## src/rtl/afifo_arb_pkg.sv

```systemverilog
// afifo_arb_pkg: shared state encoding and default sizing for the FIFO write arbiter.
package afifo_arb_pkg;
    typedef enum logic {IDLE, BURST} state_e;
    localparam int DEF_DATA_SIZE = 3;
    localparam int DEF_NUM_REQ   = 4;
    localparam int DEF_MAX_BURST = 4;
endpackage

```

## src/rtl/afifo_write_arbiter_if.sv

```systemverilog
// afifo_write_arbiter_if: requester/FIFO-side signals of the write arbiter.
interface afifo_write_arbiter_if #(
    parameter int DataSize = 3,
    parameter int NumReq   = 4
);
    logic [NumReq-1:0]          Req;
    logic [NumReq*DataSize-1:0] ReqData;
    logic                       full;
    logic [NumReq-1:0]          Gnt;
    logic                       Push;
    logic [DataSize-1:0]        DataIn;
    logic [$clog2(NumReq)-1:0]  Owner;
    logic                       Busy;
    modport slave  (input Req, ReqData, full, output Gnt, Push, DataIn, Owner, Busy);
    modport master (output Req, ReqData, full, input Gnt, Push, DataIn, Owner, Busy);
endinterface

```

## src/rtl/afifo_write_arbiter_rr_pick.sv

```systemverilog
// rr_pick: first requester found scanning round-robin from LastOwner+1.
module rr_pick #(
    parameter int NumReq = 4
) (
    input  logic [NumReq-1:0]         Req,
    input  logic [$clog2(NumReq)-1:0] LastOwner,
    output logic                      Valid,
    output logic [$clog2(NumReq)-1:0] Index
);
    localparam int IW = $clog2(NumReq);
    logic [IW-1:0] j;
    assign Valid = |Req;
    // scan furthest-first so the nearest requester after LastOwner wins
    always_comb begin
        Index = '0;
        j = '0;
        for (int k = NumReq; k >= 1; k--) begin
            j = IW'((int'(LastOwner) + k) % NumReq);
            if (Req[j]) Index = j;
        end
    end
endmodule

```

## src/rtl/afifo_write_arbiter.sv

```systemverilog
// afifo_write_arbiter: round-robin burst arbiter feeding one FIFO write port.
module afifo_write_arbiter
    import afifo_arb_pkg::*;
#(
    parameter int DataSize = DEF_DATA_SIZE,
    parameter int NumReq   = DEF_NUM_REQ,
    parameter int MaxBurst = DEF_MAX_BURST
) (
    input logic                  Wclk,
    input logic                  Wresetn,
    afifo_write_arbiter_if.slave bus
);
    localparam int OW = $clog2(NumReq);
    localparam int CW = $clog2(MaxBurst + 1);
    state_e        state_q, state_d;
    logic [OW-1:0] owner_q, owner_d, last_q, last_d, pick_idx;
    logic [CW-1:0] cnt_q, cnt_d;
    logic          pick_valid, own_req, xfer;
    rr_pick #(.NumReq(NumReq)) u_pick (
        .Req       (bus.Req),
        .LastOwner (last_q),
        .Valid     (pick_valid),
        .Index     (pick_idx)
    );
    assign own_req = bus.Req[owner_q];
    // reset gates the transfer so nothing leaks out in a reset cycle
    assign xfer = Wresetn && state_q == BURST && own_req && !bus.full;
    always_comb begin
        state_d = state_q;
        owner_d = owner_q;
        last_d  = last_q;
        cnt_d   = cnt_q;
        if (state_q == IDLE) begin
            if (pick_valid && !bus.full) begin
                state_d = BURST;
                owner_d = pick_idx;
                cnt_d   = '0;
            end
        end else if (!own_req) begin
            state_d = IDLE;
            last_d  = owner_q;
        end else if (xfer) begin
            cnt_d = cnt_q + 1'b1;
            if (cnt_d == CW'(MaxBurst)) begin
                state_d = IDLE;
                last_d  = owner_q;
            end
        end
    end
    always_ff @(posedge Wclk) begin
        if (!Wresetn) begin
            state_q <= IDLE;
            owner_q <= '0;
            cnt_q   <= '0;
            last_q  <= OW'(NumReq - 1);
        end else begin
            state_q <= state_d;
            owner_q <= owner_d;
            cnt_q   <= cnt_d;
            last_q  <= last_d;
        end
    end
    always_comb begin
        bus.Gnt          = '0;
        bus.Gnt[owner_q] = xfer;
        bus.Push         = xfer;
        bus.DataIn       = xfer ? bus.ReqData[owner_q*DataSize +: DataSize] : '0;
        bus.Owner        = owner_q;
        bus.Busy         = state_q == BURST;
    end
endmodule

```

## src/flat_wrapper.sv

```systemverilog
// flat-port wrapper written by rule: the top's interface ports become plain ports
module afifo_write_arbiter_flat import afifo_arb_pkg::*;
#(
    parameter int DataSize = DEF_DATA_SIZE,
    parameter int NumReq   = DEF_NUM_REQ,
    parameter int MaxBurst = DEF_MAX_BURST
)
  (Wclk, Wresetn, bus_Req, bus_ReqData, bus_full, bus_Gnt, bus_Push, bus_DataIn, bus_Owner, bus_Busy);
  afifo_write_arbiter_if #(.DataSize(DataSize), .NumReq(NumReq)) bus_i ();
  input logic Wclk;
  input logic Wresetn;
  input wire logic [$bits(bus_i.Req)-1:0] bus_Req;
  input wire logic [$bits(bus_i.ReqData)-1:0] bus_ReqData;
  input wire logic [$bits(bus_i.full)-1:0] bus_full;
  output wire logic [$bits(bus_i.Gnt)-1:0] bus_Gnt;
  output wire logic [$bits(bus_i.Push)-1:0] bus_Push;
  output wire logic [$bits(bus_i.DataIn)-1:0] bus_DataIn;
  output wire logic [$bits(bus_i.Owner)-1:0] bus_Owner;
  output wire logic [$bits(bus_i.Busy)-1:0] bus_Busy;
  assign bus_i.Req = bus_Req;
  assign bus_i.ReqData = bus_ReqData;
  assign bus_i.full = bus_full;
  assign bus_Gnt = bus_i.Gnt;
  assign bus_Push = bus_i.Push;
  assign bus_DataIn = bus_i.DataIn;
  assign bus_Owner = bus_i.Owner;
  assign bus_Busy = bus_i.Busy;
  afifo_write_arbiter #(.DataSize(DataSize), .NumReq(NumReq), .MaxBurst(MaxBurst)) u_core (.Wclk(Wclk), .Wresetn(Wresetn), .bus(bus_i));
endmodule
```

## config.mk

```make
export PLATFORM = sky130hd
export DESIGN_NAME = afifo_write_arbiter_flat
export DESIGN_NICKNAME = d
export VERILOG_FILES = /design/src/rtl/afifo_arb_pkg.sv /design/src/rtl/afifo_write_arbiter_if.sv /design/src/rtl/afifo_write_arbiter_rr_pick.sv /design/src/rtl/afifo_write_arbiter.sv /design/src/flat_wrapper.sv
export SDC_FILE = /design/constraint.sdc
export NUM_CORES = 1
export LEC_CHECK = 0
export BUFFER_PORTS_ARGS = -buffer_cell sky130_fd_sc_hd__buf_4
export CORE_ASPECT_RATIO = 1.25
export CORE_MARGIN = 2
export CORE_UTILIZATION = 35
export CTS_BUF_LIST = sky130_fd_sc_hd__clkbuf_4
export DETAILED_ROUTE_END_ITERATION = 16
export PLACE_DENSITY = 0.66
export SETUP_SLACK_MARGIN = 0.05
export SKIP_CTS_REPAIR_TIMING = 1
export SYNTH_ARGS = -nofsm -noshare
export SYNTH_HDL_FRONTEND = slang
export SYNTH_SLANG_ARGS = --single-unit
```

## constraint.sdc

```tcl
create_clock -name Wclk -period 2.1 [get_ports Wclk]
set_clock_uncertainty 0.05 [all_clocks]
set_input_delay 0.105 -clock Wclk [delete_from_list [all_inputs] [get_ports Wclk]]
set_output_delay 0.105 -clock Wclk [all_outputs]
set_load 0.005 [all_outputs]
```

==> results.yml, run 1 <==
outcome:
  status: "completed"
sta:
  fin_setup_tns_ns: 0
  slew_headroom: 0.702
  finalCritPeriodShare: 0.911
  fmax_mhz: 523
  worst_slew_pin_slew_ns: 0.444
  period_needed_ns: 1.91
  grt_setup_unrepaired: "no"
  hold_viol: 0
  worst_slack_ns: 0.187
  finalMaxSlewViolations: 0
  setup_viol: 0
cts:
  clkTransAtPathRegs_ns: 0.06
  htreeDepth: 1
  insertion_delay_ns: 0.26
  clock_path_buffers: 2
  root_buffer: "clkbuf_4"
  cts_buffers: 3
  clkSinkCount: 8
  cts_tree: "built"
synthesis:
  synth-simple-area-share: 0.266
  synth_cell_type_count: 37
  muxShareOfSynthArea: 0.154
  synth_xor_xnor_area_share: 0.0133
  postSynthCellCount: 72
  syn_area_um2: 659
  synth_edf_count: 0
  synth_compound_area_frac: 0.216
  ys.flop_type: "dfxtp_1"
  synth_seq_area_share: 0.243
  yosysWarnings: 0
  async_flop_share: 0
  synth_seq_cells: 8
  synth_nets: 93
  synth_area_leaders: "dfxtp_1 (24%), mux4_1 (12%), o211ai_1 (4.6%)"
  synth.top_cell.area_share: 0.243
  synth_area_per_cell_um2: 9.16
  synth_top_family_by_area: "simple AND/OR/NAND/NOR gates"
  synthAdderAreaFrac: 0.0380
  synth_top_area_cell: "dfxtp_1"
setup_path:
  critPathMaxFanout: 11
  critical_path_class: "flop to output port"
  critPathLaunch: "u_core.bus.Owner[0]"
  cp.required_ns: 1.95
  rr_startpoint: "u_core.bus.Owner[0]"
  critPathLaunchType: "flop"
  cp.arrival_ns: 1.76
  critPathCaptureType: "output port"
drt:
  drtIter0Drc: 6
  vias: 676
  wl_met1_um: 657
  via_per_inst: 5.63
  drtPass1Iterations: 4
  wl_met2_um: 864
  drt-total-wl_mm: 1.65
  highest_layer: "met4"
  dr_wl_met3_um: 99
  wire_per_inst_um: 13.8
  drc: 0
  drtAntennaViolNets: 0
floorplanning:
  start_util: 0.373
  row_count: 17
  die-area_um2: 2250
  core_um2: 1770
  die_y_um: 52.5
  chipWidth_um: 42.8
  num_io_pins: 30
pwr:
  p_leak_nw: 0.456
  ir_drop_v: 0.000330
  total_power_w: 0.000401
  powerDensity_nw_per_um2: 444
grt:
  grtUsageTotal: 0.166
  antenna_found_initial: 0
  grt.overflow.total: 0
  grt_pass1_vias: 649
  grt_max_degree: 12
  grt_pass1_wl_mm: 2.79
min_path:
  hp-start: "Wresetn"
  hp-class: "primary input to flop"
placement:
  dpl_cell_area_um2: 881
  portBuffers: 29
  gp_congestion: 0.749
  place_hpwl_mm: 1.28
  pre_cts_slack_ns: 0.463
cells_and_area:
  antennaDiodeCount: 0
  fin_nets: 124
  fin_area_um2: 903
  final_layout_size_suffix_gt1_frac: 0.406
  syn_to_final_growth_pct: 37.0
run:
  drv_cap: 0
metal layers:
layer,up-vias,global-route usage
met5,-,0
met4,0,0.0625
met3,5,0.0414
met2,18,0.316
met1,315,0.171
li1,338,-
synth_stat cells, drive strengths merged (2+ instances only):
cell	n
dfxtp	8
o211ai	4
a21boi	4
o21ai	3
clkbuf	2
nand2	7
buf	2
nand3	4
nand3b	2
nor2	3
mux4	4
inv	5
ha	2
and3	5
final cells by class:
| class | instances | area (um2) |
|---|---|---|
| well taps | 19 | 23.8 |
| fillers | 180 | 862 |
| flip-flops and latches | 8 | 160 |
| clock buffers | 3 | 22.5 |
| inverters | 5 | 18.8 |
| repair buffers | 30 | 225 |
| multi-input cells | 55 | 453 |
registers in the layout, summed over array words and instances, names as in the netlist:
| name | cells |
|---|---|
| u_core.bus.Busy | 1 |
| u_core.bus.Owner | 2 |
| u_core.cnt_q | 3 |
| u_core.last_q | 2 |
worst paths after layout:
check / to / slack (ns) / depth (start not counted)
worst max-delay path: bus_DataIn[2] / 0.19 / 3
worst min-delay path: u_core.last_q[0] / 0.05 / 2
worst max register to register: u_core.last_q[0] / 0.48 / 3
worst min register to register: u_core.cnt_q[1] / 0.45 / 2
critical path, stage by stage (launching register included):
cell     delay [ns]
dfxtp_1        0.54
mux4_1         0.60
and3_2         0.22
buf_4          0.13
kinds of logic after synthesis:
kind of cell,Yosys count
compound gates,20
buf+inv,9
mux,4
simple gates,28
flops,8
xor+xnor,1
fa+ha+maj,2
per-stage QoR:
stage           util  cells  hold WS [ns]
4_1_cts        0.512    120        0.0502
2_1_floorplan      -     72         0.230
6_report       0.512    120        0.0511
5_1_grt        0.512    120        0.0666
3_3_place_gp   0.499    117         0.314
3_5_place_dp   0.499    117         0.317
placed cells by master, fill, tap and decap left out, drive strengths merged, types with 2 or more instances in the layout:
cell    netlist  layout
dfxtp         8       8
ha            2       2
nand2         7       7
mux4          4       4
buf           2      30
nor2          3       3
clkbuf        2       3
and3          5       5
o21ai         3       3
nand3         4       4
inv           5       5
a21boi        4       4
nand3b        2       2
o211ai        4       4
where the power goes:
part	switching [W]	internal, W	total [W]
Clock	0.0000575	0.0000658	0.000123
Sequential	0.0000122	0.000160	0.000172
Combinational	0.0000444	0.0000617	0.000106
Power figures use the tool's default switching activity.
==> run 2: changes to the inputs <==
- CORE_ASPECT_RATIO: 1.25 -> 0.9
- RECOVER_POWER: default -> 50
==> run 2 against run 1 <==
Critical path depth unchanged. Worst hold slack better by 0.021 ns. Via count rose by 0.15%. Fmax is 0.78% lower. Sequential power hardly changed. Clock-buffer cell count unchanged. Sequential cell count unchanged. Clock power decreased by 3%. Critical path type unchanged. Largest cell class unchanged. Highest routed layer is now met3.
==> results.yml, run 2 (same netlist as run 1, synthesis figures left out) <==
pwr:
  ir_drop_v: 0.000365
  powerDensity_nw_per_um2: 439
  p_leak_nw: 0.443
sta:
  fin_setup_tns_ns: 0
  fmax_mhz: 519
  grt_setup_unrepaired: "no"
  worst_slew_pin_slew_ns: 0.514
  hold_viol: 0
  period_needed_ns: 1.93
  setup_viol: 0
  finalMaxSlewViolations: 0
  slew_headroom: 0.656
  holdWs_ns: 0.0725
  finalCritPeriodShare: 0.918
cells_and_area:
  largest_reg_flops: 3
  fin_nets: 124
  layout_common_cells: "buf_4 (27), dfxtp_1 (8), nand2_1 (7)"
  antennaDiodeCount: 0
  final_layout_size_suffix_gt1_frac: 0.386
  syn_to_final_growth_pct: 36.2
  stdcell_count: 125
  final_common_cell: "buf_4"
  largest_register: "u_core.cnt_q"
drt:
  drtPass1Iterations: 4
  drtIter0Drc: 23
  drc: 0
  wire_per_inst_um: 13.5
  via_per_inst: 5.42
  drtAntennaViolNets: 0
  vias: 677
  drt-total-wl_mm: 1.69
cts:
  clkSinkCount: 8
  insertion_delay_ns: 0.25
  clkTransAtPathRegs_ns: 0.06
  cts_buffers: 3
  clock_path_buffers: 2
  cts_tree: "built"
  htreeDepth: 1
  root_buffer: "clkbuf_4"
floorplanning:
  chipWidth_um: 49.8
  start_util: 0.384
  row_count: 14
  core_um2: 1720
  num_io_pins: 30
  die-area_um2: 2250
  die_y_um: 45.2
placement:
  gp_congestion: 0.777
  place_hpwl_mm: 1.26
  dp_cells: 122
  portBuffers: 29
setup_path:
  critPathLaunchType: "flop"
  cp.required_ns: 1.95
  critPathCaptureType: "output port"
  critPathMaxFanout: 11
  critical_path_class: "flop to output port"
  cp.arrival_ns: 1.77
outcome:
  status: "completed"
grt:
  grt_max_degree: 12
  grt_pass1_wl_mm: 2.82
  grtUsageTotal: 0.166
  grt.overflow.total: 0
  grt_pass1_vias: 579
  antenna_found_initial: 0
run:
  drv_cap: 0
min_path:
  hp-class: "primary input to flop"
[run 2: cell type report]
cell class / count / area, um2
inverters: 5 / 18.8
flip-flops and latches: 8 / 160
well taps: 24 / 30.0
fillers: 183 / 818
multi-input cells: 55 / 445
clock buffers: 3 / 22.5
repair buffers: 30 / 221
[run 2: path summary, 6_finish.rpt]
check,endpoint,from,slack (ns),depth (start not counted)
hold reg to reg,u_core.cnt_q[1],u_core.cnt_q[1],0.44,2
setup / recovery,bus_DataIn[2],u_core.bus.Owner[0],0.17,3
setup reg to reg,u_core.cnt_q[2],u_core.bus.Owner[0],0.45,5
hold / removal,u_core.last_q[0],Wresetn,0.07,2
[run 2: routing by layer]
metal	GRT usage	vias to the layer above	wire length, um
met1	0.219	313	788
met2	0.277	22	787
met3	0.0530	0	112
li1	-	342	-
met4	0.0167	0	0
met5	0	-	0
[run 2: critical path, cell delays in order (launching register included)]
cell	delay (ns)
dfxtp_1	0.57
mux4_1	0.60
and3_2	0.22
buf_4	0.13
[run 2: stage by stage]
stage | worst slack [ns] | utilization | instance area (um2) | power, W
floorplan | 0.567 | - | 659 | 0.000233
global placement | 0.483 | 0.517 | 887 | 0.000280
detailed placement | 0.429 | 0.517 | 887 | 0.000281
CTS | 0.153 | 0.530 | 910 | 0.000402
global route | 0.0835 | 0.523 | 898 | 0.000418
finish | 0.172 | 0.523 | 898 | 0.000395
[run 2: power by group]
group	internal, W	switching (W)	total (W)
registers	0.000160	0.0000129	0.000173
clock network	0.0000655	0.0000535	0.000119
logic	0.0000603	0.0000426	0.000103
